$ cat config.mk
export PLATFORM = sky130hd
export DESIGN_NAME = beam_trig_scaler
export DESIGN_NICKNAME = d
export VERILOG_FILES = /design/src/rtl/beam_trig_scaler.sv
export SDC_FILE = /design/constraint.sdc
export NUM_CORES = 1
export LEC_CHECK = 0
export CORE_AREA = 2 2 156 158
export CTS_BUF_LIST = sky130_fd_sc_hd__clkbuf_8 sky130_fd_sc_hd__clkbuf_16
export CTS_CLUSTER_SIZE = 40
export DETAILED_ROUTE_END_ITERATION = 10
export DIE_AREA = 0 0 158 160
export HOLD_SLACK_MARGIN = 0.03
export REMOVE_ABC_BUFFERS = 1
export SETUP_SLACK_MARGIN = 0.4
export SLEW_MARGIN = 10
export SYNTH_ARGS = -nofsm -noshare
export SYNTH_HDL_FRONTEND = slang
export SYNTH_SLANG_ARGS = --single-unit
$ cat constraint.sdc
create_clock -name clk_i -period 7 [get_ports clk_i]
set_clock_uncertainty 0.15 [all_clocks]
set_input_delay 1.4 -clock clk_i [delete_from_list [all_inputs] [get_ports clk_i]]
set_output_delay 1.4 -clock clk_i [all_outputs]
set_load 0.02 [all_outputs]
$ cat src/rtl/beam_trig_scaler.sv
// Per-beam trigger rate scaler: counts rising edges with retrigger holdoff over a
// programmable gate, then streams the per-beam snapshot out one beam per beat.
module beam_trig_scaler #(
    parameter int NBEAMS      = 2,
    parameter int COUNT_BITS  = 16,
    parameter int PERIOD_BITS = 24,
    parameter int HOLDOFF     = 4,
    localparam int IDX_W  = (NBEAMS > 1) ? $clog2(NBEAMS) : 1,
    localparam int HOLD_W = (HOLDOFF > 0) ? $clog2(HOLDOFF + 1) : 1
) (
    input  logic                   clk_i,
    input  logic                   rst_i,
    input  logic [NBEAMS-1:0]      trig_i,
    input  logic                   enable_i,
    input  logic [PERIOD_BITS-1:0] period_i,
    output logic [COUNT_BITS-1:0]  dat_o,
    output logic [IDX_W-1:0]       dat_idx_o,
    output logic                   dat_last_o,
    output logic                   dat_valid_o,
    input  logic                   dat_ready_i,
    output logic                   ovf_o
);

    typedef enum logic {ST_IDLE, ST_SEND} state_t;

    localparam logic [COUNT_BITS-1:0] CNT_MAX   = '1;
    localparam logic [HOLD_W-1:0]     HOLD_LOAD = HOLD_W'(HOLDOFF);
    localparam logic [IDX_W-1:0]      IDX_LAST  = IDX_W'(NBEAMS - 1);

    logic [NBEAMS-1:0]      r_trig_q;
    logic [NBEAMS-1:0]      r_trig_qq;
    logic [HOLD_W-1:0]      r_hold  [NBEAMS];
    logic [COUNT_BITS-1:0]  r_count [NBEAMS];
    logic [COUNT_BITS-1:0]  r_snap  [NBEAMS];
    logic [PERIOD_BITS-1:0] r_pcnt;
    logic [PERIOD_BITS-1:0] r_plen;

    state_t                 r_state;
    logic [IDX_W-1:0]       r_idx;
    logic [COUNT_BITS-1:0]  r_dat;
    logic                   r_last;
    logic                   r_valid;
    logic                   r_ovf;

    logic                   w_counting;
    logic [PERIOD_BITS-1:0] w_plen;
    logic                   w_terminal;
    logic                   w_accept;
    logic                   w_load;
    logic [IDX_W-1:0]       w_idx_next;
    logic [NBEAMS-1:0]      w_event;
    logic [COUNT_BITS-1:0]  w_snap_next [NBEAMS];

    always_comb begin
        w_counting = enable_i & (period_i != '0);
        // The gate length is taken live from period_i on the first cycle of a period so
        // that a length of 1 is already terminal on that cycle.
        w_plen     = (r_pcnt == '0) ? period_i : r_plen;
        w_terminal = w_counting & (r_pcnt == w_plen - 1'b1);
        w_accept   = r_valid & dat_ready_i;
        // A snapshot is taken when idle, or when the final beat leaves on the same edge.
        w_load     = w_terminal & ((r_state == ST_IDLE) | (w_accept & r_last));
        w_idx_next = r_idx + 1'b1;
        for (int i = 0; i < NBEAMS; i++) begin
            w_event[i] = r_trig_q[i] & ~r_trig_qq[i] & (r_hold[i] == '0) & w_counting;
            w_snap_next[i] = (w_event[i] && (r_count[i] != CNT_MAX)) ?
                             r_count[i] + 1'b1 : r_count[i];
        end
    end

    always_ff @(posedge clk_i) begin
        if (rst_i) begin
            r_trig_q  <= '0;
            r_trig_qq <= '0;
            r_pcnt    <= '0;
            r_plen    <= '0;
            // NOTE: these arrays are a handful of flops each, not RAM, so clearing them
            // in reset is cheap and keeps the first gate after reset deterministic.
            for (int i = 0; i < NBEAMS; i++) begin
                r_hold[i]  <= '0;
                r_count[i] <= '0;
            end
        end else begin
            // NOTE: non-blocking so trig_qq captures the previous trig_q, forming the edge detector.
            r_trig_q  <= trig_i;
            r_trig_qq <= r_trig_q;
            for (int i = 0; i < NBEAMS; i++) begin
                if (w_event[i]) begin
                    r_hold[i] <= HOLD_LOAD;
                end else if (r_hold[i] != '0) begin
                    r_hold[i] <= r_hold[i] - 1'b1;
                end
                if (!w_counting || w_terminal) begin
                    r_count[i] <= '0;
                end else begin
                    r_count[i] <= w_snap_next[i];
                end
            end
            if (!w_counting || w_terminal) begin
                r_pcnt <= '0;
            end else begin
                r_pcnt <= r_pcnt + 1'b1;
            end
            if (w_counting && (r_pcnt == '0)) begin
                r_plen <= period_i;
            end
        end
    end

    always_ff @(posedge clk_i) begin
        if (rst_i) begin
            r_state <= ST_IDLE;
            r_idx   <= '0;
            r_dat   <= '0;
            r_last  <= 1'b0;
            r_valid <= 1'b0;
            r_ovf   <= 1'b0;
            for (int i = 0; i < NBEAMS; i++) begin
                r_snap[i] <= '0;
            end
        end else begin
            // Any terminal edge that cannot load a snapshot loses it.
            if (w_terminal && !w_load) begin
                r_ovf <= 1'b1;
            end
            if (w_load) begin
                r_snap  <= w_snap_next;
                r_state <= ST_SEND;
                r_idx   <= '0;
                r_dat   <= w_snap_next[0];
                r_last  <= (NBEAMS == 1);
                r_valid <= 1'b1;
            end else if ((r_state == ST_SEND) && w_accept) begin
                if (r_last) begin
                    r_state <= ST_IDLE;
                    r_valid <= 1'b0;
                    r_last  <= 1'b0;
                end else begin
                    r_idx  <= w_idx_next;
                    r_dat  <= r_snap[w_idx_next];
                    r_last <= (w_idx_next == IDX_LAST);
                end
            end
        end
    end

    assign dat_o       = r_dat;
    assign dat_idx_o   = r_idx;
    assign dat_last_o  = r_last;
    assign dat_valid_o = r_valid;
    assign ovf_o       = r_ovf;

endmodule

==> results of run 1 <==
[metal layers]
layer  vias up  global-route usage, %
li1       3516                      -
met1      3320                   23.5
met2       154                   28.6
met3        22                   3.61
met4         0                   4.55
met5         -                      0
[stage by stage]
step	cell area [um^2]	power, mW	utilization (%)	hold slack, ns	instances
after floorplan	7990	1.12	-	0.289	933
after detailed placement	9010	1.22	37.8	0.310	1320
after global routing	9580	2.18	40.2	0.339	1352
after global placement	9010	1.22	37.8	0.305	1320
after CTS	9580	2.11	40.2	0.321	1352
final	9580	2.08	40.2	0.319	1352
[final timing paths]
kind / startpoint / to / slack, ns
setup reg to reg: r_pcnt[0] / r_count[1][13] / 1.31
hold reg to reg: r_trig_q[0] / r_trig_qq[0] / 0.32
setup / recovery: r_pcnt[0] / r_count[1][13] / 1.31
hold / removal: r_trig_q[0] / r_trig_qq[0] / 0.32
[where the power goes]
| part | total (mW) | switching (mW) | internal [mW] |
|---|---|---|---|
| Combinational | 0.288 | 0.172 | 0.116 |
| Clock | 0.878 | 0.382 | 0.496 |
| Sequential | 0.917 | 0.0305 | 0.887 |
[critical path, cell delays in order, from the launching register on]
cell	delay [ns]
dfxtp_1	0.37
inv_1	0.10
ha_1	0.14
nor4b_1	0.34
nand4_1	0.14
buf_4	0.22
nor2_1	0.26
mux2i_1	0.24
ha_1	0.26
or4b_1	0.60
nor4_1	0.59
o21ai_0	0.18
o41ai_1	0.15
nand4b_1	0.19
a311oi_1	0.29
nand4_1	0.26
o31ai_4	0.33
buf_4	0.46
nor2_1	0.11
[state kept, by name, summed over array words and instances (netlist names)]
register / count
r_count: 32
r_trig_q: 2
r_snap: 32
r_trig_qq: 2
r_hold: 6
r_plen: 24
dat_idx_o: 1
r_pcnt: 24
dat_valid_o: 1
dat_o: 16
dat_last_o: 1
ovf_o: 1
[synthesized netlist by cell type, drive strengths merged, types with 3 or more instances]
| library cell | count | area [um^2] |
|---|---|---|
| ha | 9 | 113 |
| o21a | 14 | 105 |
| and3 | 13 | 81.3 |
| dfxtp | 104 | 2080 |
| nor2b | 17 | 106 |
| nor2 | 90 | 338 |
| nor3 | 29 | 145 |
| nand4 | 13 | 96.3 |
| mux2 | 9 | 101 |
| nand4b | 5 | 43.8 |
| mux2i | 22 | 220 |
| xnor2 | 67 | 587 |
| buf | 18 | 97.6 |
| nor4 | 24 | 180 |
| and2 | 6 | 37.5 |
| a21oi | 72 | 360 |
| o211a | 3 | 30.0 |
| nand2b | 7 | 43.8 |
| nor4b | 4 | 35.0 |
| a31oi | 9 | 56.3 |
| o211ai | 10 | 75.1 |
| or3 | 38 | 238 |
| o21ai | 55 | 275 |
| o41ai | 5 | 51.3 |
| edfxtp | 38 | 1140 |
| xor2 | 29 | 254 |
| nand3 | 29 | 145 |
| inv | 21 | 78.8 |
| nand2 | 102 | 385 |
| or4 | 9 | 67.6 |
| a311oi | 4 | 35.0 |
| nor3b | 5 | 37.5 |
| o31ai | 4 | 30.0 |
| and4 | 5 | 43.8 |
| clkbuf | 49 | 185 |
| a211oi | 5 | 37.5 |
| a2111oi | 3 | 26.3 |
[final cells by class]
cell class / count / area (um^2)
Sequential cell: 142 / 3220
Multi-Input combinational cell: 770 / 4700
Tap cell: 324 / 405
Inverter: 21 / 78.8
Timing Repair Buffer: 63 / 603
Clock buffer: 17 / 425
Fill cell: 2432 / 14200
Clock inverter: 15 / 136
[cells by family after synthesis]
family | after synthesis | share of synthesized area (%)
compound gates | 195 | 14.4
xor+xnor | 96 | 10.3
fa+ha+maj | 9 | 1.38
buf+inv | 88 | 4.43
flops | 142 | 39.5
mux | 31 | 3.94
other cells | 1 | 0.0460
simple gates | 407 | 26.0
==> flow_metrics.py, run 1 <==
metrics = {
    "sta": {
        "fmax_mhz": 176,
        "maxSlewViolCount": 0,
        "final_hold_viol_count": 0,
        "tns_ns": 0,
        "fin_crit_ns": 5.69,
        "tightest_slew_ns": 0.962,
        "setup_slack_ns": 1.31,
        "rsz0062_at_grt": "no",
        "period_share_pct": 81.2,
        "setup_viol": 0,
        "max_slew_margin_pct": 35.7,
    },
    "critical_path": {
        "cp.required_ns": 6.99,
        "worst-r2r-cell-count": 18,
        "path_class": "flip-flop to flip-flop",
        "crit_fanout": 47,
        "startpoint_type": "flip-flop",
        "arrival_ns": 5.68,
        "cp-end-kind": "flip-flop",
    },
    "detailed_routing": {
        "wl_met3_um": 871,
        "drt_first_pass_iters": 5,
        "drtIter0Drc": 458,
        "wirelength_um": 21100,
        "wl_met2_um": 10000,
        "via_per_inst": 5.19,
        "drc": 0,
        "antenna_left": 0,
        "routedWlPerCell_um": 15.6,
        "topRoutingLayerUsed": "met4",
        "wl_met1_um": 9950,
        "via_count": 7012,
    },
    "synthesis": {
        "synth_flop_cell": "dfxtp_1",
        "yosysWarnings": 0,
        "synth_edf_count": 38,
        "yosys_register_bits": 142,
        "seq_area_frac_synth_pct": 39.5,
        "ys_types": 60,
        "netlist_area_um2": 8160,
        "avgSynthCellArea_um2": 8.42,
        "synthArstFlopShare_pct": 0,
        "postSynthCellCount": 969,
    },
    "clocking": {
        "cts_root_buf": "clkbuf_16",
        "clock-sinks": 142,
        "cts_hold_buf": 0,
        "cts_buffer_depth": 2,
        "clk_transition_reported_paths_ns": 0.06,
        "clkLatencyLatePin_ns": 0.42,
        "cts_setup_buffers": 0,
        "post_cts_resized": 0,
        "cts_buffers": 17,
        "cts_tree": "yes",
        "htreeDepth": 4,
    },
    "floorplanning": {
        "coreArea_um2": 23800,
        "io_pins": 50,
        "dieArea_um2": 25300,
        "rows": 57,
        "die_x_um": 158,
        "die_h_um": 160,
        "start_util_pct": 34.3,
    },
    "final_layout": {
        "area_growth_pct": 17.4,
        "layout-drive-gt1-share_pct": 6.13,
        "final_common_cell": "dfxtp_1",
        "layout_common_cells": "dfxtp_1, nand2_1, nor2_1",
        "n_antenna_cell": 0,
        "nets": 1054,
    },
    "run": {
        "maxCapViolations": 0,
    },
    "power": {
        "power_per_cell_area_nw_per_um2": 218,
        "peakVddDrop_uv": 135,
        "leakage_nw": 3.16,
    },
    "run_status": {
        "outcome": "complete, no violations",
    },
    "global_route": {
        "antenna_found_initial": 0,
        "overflow": 0,
        "grt_max_degree": 84,
        "track_usage_pct": 17.5,
        "grt_pass1_wl_um": 35500,
        "grt_pass1_vias": 6740,
    },
    "place": {
        "gp_congestion": 0.930,
        "port_buffers": 49,
        "dpl.hpwl_um": 14900,
        "pre_cts_ws_ns": 1.09,
    },
    "hold_path": {
        "min_path_cells": 1,
        "hold_class": "flip-flop to flip-flop",
    },
}
(Power assumes the default switching activity.)
==> inputs of run 2 (changes only) <==
==> constraint.sdc (replaced) <==
create_clock -name clk_i -period 5.35 [get_ports clk_i]
set_clock_uncertainty 0.15 [all_clocks]
set_input_delay 1.07 -clock clk_i [delete_from_list [all_inputs] [get_ports clk_i]]
set_output_delay 1.07 -clock clk_i [all_outputs]
set_load 0.02 [all_outputs]
==> run 2 against run 1 <==
  * Sequential cell count unchanged
  * Register-to-register slack got worse by 0.61 ns
  * Maximum frequency grew 22%
  * Via count up 0.50%
  * Highest routed layer unchanged
  * Critical path type unchanged
  * Clock power is 32% higher
  * Sequential share of layout area shrank 0.69 points
  * First-iteration DRC count increased by 7.0%
  * Combinational power rose by 34%
  * Die area unchanged
  * Wire length down 1.2%
  * Total power grew 32%
==> flow_metrics.py, run 2 (same netlist as run 1, synthesis figures left out) <==
metrics = {
    "critical_path": {
        "crit_fanout": 83,
        "startpoint_type": "flip-flop",
        "cp.required_ns": 5.55,
        "path_class": "flip-flop to flip-flop",
        "cp-end-kind": "flip-flop",
        "arrival_ns": 4.85,
    },
    "clocking": {
        "clk_transition_reported_paths_ns": 0.07,
        "cts_buffers": 17,
        "htreeDepth": 4,
        "clkLatencyLatePin_ns": 0.43,
        "clock-sinks": 142,
        "cts_root_buf": "clkbuf_16",
        "cts_buffer_depth": 2,
        "cts_tree": "yes",
    },
    "place": {
        "gp_congestion": 0.887,
        "port_buffers": 49,
        "pre_cts_ws_ns": 0.0782,
        "dpl.hpwl_um": 14700,
        "dpl.cell_count": 1330,
    },
    "detailed_routing": {
        "drtIter0Drc": 490,
        "wirelength_um": 20900,
        "via_count": 7047,
        "drc": 0,
        "via_per_inst": 5.17,
        "antenna_left": 0,
        "drt_first_pass_iters": 5,
        "routedWlPerCell_um": 15.3,
    },
    "power": {
        "peakVddDrop_uv": 193,
        "leakage_nw": 3.26,
        "power_per_cell_area_nw_per_um2": 281,
    },
    "sta": {
        "setup_viol": 0,
        "rsz0062_at_grt": "no",
        "period_share_pct": 86.9,
        "tns_ns": 0,
        "whs_ns": 0.311,
        "setup_slack_ns": 0.700,
        "final_hold_viol_count": 0,
        "tightest_slew_ns": 1.08,
        "maxSlewViolCount": 0,
        "fmax_mhz": 215,
        "fin_crit_ns": 4.65,
        "max_slew_margin_pct": 28.2,
    },
    "floorplanning": {
        "rows": 57,
        "io_pins": 50,
        "start_util_pct": 34.3,
        "coreArea_um2": 23800,
        "die_x_um": 158,
        "die_h_um": 160,
        "dieArea_um2": 25300,
    },
    "global_route": {
        "grt_pass1_wl_um": 34300,
        "grt_max_degree": 84,
        "antenna_found_initial": 0,
        "overflow": 0,
        "track_usage_pct": 16.9,
        "grt_pass1_vias": 6666,
    },
    "final_layout": {
        "final_common_cell": "dfxtp_1",
        "fill_cells": 2434,
        "final_cells": 1363,
        "layout-drive-gt1-share_pct": 8.28,
        "nets": 1065,
        "area_growth_pct": 19.8,
        "n_antenna_cell": 0,
        "layout_common_cells": "dfxtp_1, nand2_1, nor2_1",
        "reg.largest.list": "r_count (32), r_snap (32)",
        "fin_util_pct": 41.0,
    },
    "run_status": {
        "outcome": "complete, no violations",
    },
    "hold_path": {
        "hold_class": "flip-flop to flip-flop",
    },
    "run": {
        "maxCapViolations": 0,
    },
}
run 2: changes by cell type in the layout (fill, tap and decap cells not counted), moves of 2 or more:
cell     delta
buf_4       +9
nor4_1      -3
nor4b_1     -3
buf_12      +2
nor4_2      +2
nor4b_2     +2
run 2: worst max-delay path: stages (launching register included):
cell	delay [ns]
dfxtp_1	0.42
nor4_1	0.35
nand2_1	0.18
nor2_4	0.18
mux2i_1	0.22
ha_2	0.25
or4b_4	0.52
nor4_2	0.31
buf_4	0.17
o21ai_0	0.07
o41ai_1	0.11
nand4b_1	0.21
a311oi_2	0.29
nand4_1	0.11
buf_4	0.18
buf_12	0.20
or4_1	0.52
a21oi_1	0.14
run 2: final timing paths:
check | startpoint | endpoint | cells after the start | slack [ns]
hold / removal | r_trig_q[0] | r_trig_qq[0] | 1 | 0.31
hold reg to reg | r_trig_q[0] | r_trig_qq[0] | 1 | 0.31
setup reg to reg | r_pcnt[12] | dat_valid_o | 17 | 0.70
setup / recovery | r_pcnt[12] | dat_valid_o | 17 | 0.70
run 2: layout make-up:
type                       instances  area (um^2)  area share, %
timing repair buffer              74          711           7.27
clock buffer                      18          450           4.61
clock inverter                    14          123           1.25
tap                              324          405           4.15
inverter                          21         78.8          0.806
sequential                       142         3220           33.0
multi-input combinational        770         4790           49.0
run 2: what timing repair did:
item                       CTS  global route
hold buffers                 0             0
resized for setup            3            11
buffers inserted             1             0
pin swaps                    1             5
setup endpoints to repair  101           108
run 2: through the flow:
stage | power (mW) | cell area, um^2
6_report | 2.75 | 9780
2_1_floorplan | 1.47 | 7990
3_5_place_dp | 1.60 | 9110
3_3_place_gp | 1.60 | 9110
5_1_grt | 2.87 | 9780
4_1_cts | 2.77 | 9710
run 2: power by group:
group          internal, mW  switching (mW)
sequential             1.16          0.0382
clock                 0.639           0.523
combinational         0.159           0.227
total                  1.96           0.789
run 2: metal layers:
| layer | vias up | GRT usage [%] | routed length, um |
|---|---|---|---|
| li1 | 3535 | - | - |
| met1 | 3333 | 22.7 | 9840 |
| met2 | 150 | 27.2 | 9730 |
| met3 | 29 | 3.15 | 848 |
| met4 | 0 | 5.61 | 454 |
| met5 | - | 0 | 0 |
==> inputs of run 3 (changes only) <==
--- a/config.mk
+++ b/config.mk
@@ -11,6 +11,7 @@
 export DETAILED_ROUTE_END_ITERATION = 10
 export DIE_AREA = 0 0 158 160
 export HOLD_SLACK_MARGIN = 0.03
+export PLACE_DENSITY = 0.53
 export REMOVE_ABC_BUFFERS = 1
 export SETUP_SLACK_MARGIN = 0.4
 export SLEW_MARGIN = 10
==> run 3 against run 2 <==
  * Sequential power is essentially flat
  * Sequential cell count unchanged
  * Combinational power rose by 3%
  * Clock power increased by 9%
  * Register-to-register slack got worse by 0.02 ns
  * Critical path depth stayed put
  * Sequential share of layout area down 0.50 points
  * Design area rose by 1.5%
  * Critical path type unchanged
==> flow_metrics.py, run 3 (same netlist as run 1, synthesis figures left out) <==
metrics = {
    "global_route": {
        "grt_max_degree": 84,
        "track_usage_pct": 17.4,
        "overflow": 0,
        "grt_pass1_vias": 6503,
        "antenna_found_initial": 0,
        "grt_pass1_wl_um": 34700,
    },
    "critical_path": {
        "crit_fanout": 21,
        "ff2ff_setup_slack_ns": 0.68,
        "cp.required_ns": 5.56,
        "r2r_end": "dat_valid_o",
        "startpoint_type": "flip-flop",
        "arrival_ns": 4.88,
        "cp_slowest_stage_delay_ns": 0.54,
        "worst-r2r-cell-count": 17,
        "cp-end-kind": "flip-flop",
        "path_class": "flip-flop to flip-flop",
        "r2r_start": "r_pcnt[20]",
        "cp_cell_sequence": "nor4_4, nand4_1, nor2_4, mux2i_1, ha_2, or4b_4, nor4_4, buf_4, o21ai_0, o41ai_2, nand4b_1, a311oi_2, nand4_1, buf_4, clkbuf_16, or4_1, a21oi_1",
        "cpMaxStageDelayCell": "or4b_4",
    },
    "final_layout": {
        "nets": 1073,
        "final_common_cell": "dfxtp_1",
        "reg.largest.list": "r_count (32), r_snap (32)",
        "fin_area_um2": 9930,
        "fin_util_pct": 41.7,
        "fill_cells": 2430,
        "layout-drive-gt1-share_pct": 9.26,
        "n_antenna_cell": 0,
        "final_cells": 1371,
        "layout_common_cells": "dfxtp_1, nand2_1, nor2_1",
        "area_growth_pct": 21.7,
    },
    "power": {
        "peakVddDrop_uv": 182,
        "leakage_nw": 3.33,
        "power_per_cell_area_nw_per_um2": 288,
        "pwr-share-clk_pct": 44.2,
        "internal_power_mw": 2.04,
        "p_switching_mw": 0.821,
        "combPwrFrac_pct": 13.9,
        "seqPwrFrac_pct": 41.9,
        "swShare_pct": 28.7,
    },
    "hold_path": {
        "min_from": "r_trig_q[0]",
        "min_path_cells": 1,
        "hold_class": "flip-flop to flip-flop",
        "hold_end": "r_trig_qq[0]",
    },
    "clocking": {
        "cts_buffers": 17,
        "cts_hold_buf": 0,
        "cts_tree": "yes",
        "clk_transition_reported_paths_ns": 0.07,
        "cts_root_buf": "clkbuf_16",
        "clkLatencyLatePin_ns": 0.44,
        "clock-sinks": 142,
        "htreeDepth": 4,
        "cts_buffer_depth": 2,
    },
    "place": {
        "dpl.cell_count": 1332,
        "gp_congestion": 0.880,
        "postPlaceCellArea_um2": 9130,
        "dpl.hpwl_um": 15300,
        "port_buffers": 49,
    },
    "sta": {
        "period_share_pct": 87.2,
        "tightest_slew_ns": 1.11,
        "fin_crit_ns": 4.67,
        "whs_ns": 0.320,
        "rsz0062_at_grt": "yes",
        "maxSlewViolCount": 0,
        "setup_viol": 0,
        "fmax_mhz": 214,
        "max_slew_margin_pct": 25.8,
        "final_hold_viol_count": 0,
    },
    "detailed_routing": {
        "drt_first_pass_iters": 5,
        "via_count": 7125,
        "drtIter0Drc": 411,
        "drc": 0,
        "wirelength_um": 22200,
        "routedWlPerCell_um": 16.2,
        "via_per_inst": 5.20,
        "antenna_left": 0,
    },
    "floorplanning": {
        "io_pins": 50,
        "dieArea_um2": 25300,
        "die_x_um": 158,
        "coreArea_um2": 23800,
        "die_h_um": 160,
        "start_util_pct": 34.3,
        "rows": 57,
    },
    "run_status": {
        "outcome": "complete, no violations",
    },
    "run": {
        "maxCapViolations": 0,
    },
}
[run 3: metal layers]
layer  vias to the layer above  GRT usage, %  routed length, um
li1                       3565             -                  -
met1                      3344          23.5              10500
met2                       180          27.4              10200
met3                        36          3.42                976
met4                         0          6.55                549
met5                         -             0                  0
[run 3: how the worst max path moves through the flow]
stage	from	to	slack, ns	cells past startpoint
finish	r_pcnt[20]	dat_valid_o	0.68	17
detailed placement	period_i[0]	dat_valid_o	0.1	14
global placement	period_i[0]	dat_valid_o	0.10	14
floorplan	r_pcnt[0]	r_count[0][0]	-4.24	16
global route	r_pcnt[1]	dat_valid_o	0.32	19
CTS	r_pcnt[1]	ovf_o	0.43	17
[run 3: critical path, delay by kind of cell, from the launching register on]
family                   cells  cell delay (ns)
flip-flops                   1             0.41
AO/OA/AOI/OAI                4             0.64
buffers and inverters        3             0.52
multiplexers                 1             0.22
AND/OR/NAND/NOR              8             2.43
adder cells (fa/ha/maj)      1             0.24
[run 3: per-stage QoR]
| step | worst slack (ns) | total power, mW | TNS, ns |
|---|---|---|---|
| detailed placement | 0.0963 | 1.60 | 0 |
| floorplan | -4.24 | 1.47 | -289.75 |
| finish | 0.683 | 2.86 | 0 |
| global route | 0.320 | 2.98 | 0 |
| global placement | 0.100 | 1.60 | 0 |
| CTS | 0.433 | 2.88 | 0 |
[run 3: area by class of cell]
cell class              instances  area, um^2  area share (%)
flip-flops and latches        142        3220            32.5
well taps                     324         405            4.08
multi-input cells             770        4800            48.4
inverters                      21        78.8           0.794
clock buffers                  17         425            4.28
clock inverters                15         193            1.94
repair buffers                 82         801            8.07
[run 3: power by group through the flow]
stage,registers (mW),logic [mW],clock network (mW)
floorplan,1.21,0.257,0
global placement,1.22,0.380,0
detailed placement,1.22,0.382,0
CTS,1.20,0.387,1.29
global route,1.21,0.439,1.34
finish,1.20,0.397,1.26
[run 3: repair_timing]
item,4_1_cts,5_1_grt
pin swaps,1,6
buffers inserted,0,4
endpoints found under the setup margin,81,108
gates cloned,0,3
gates resized for setup,4,15
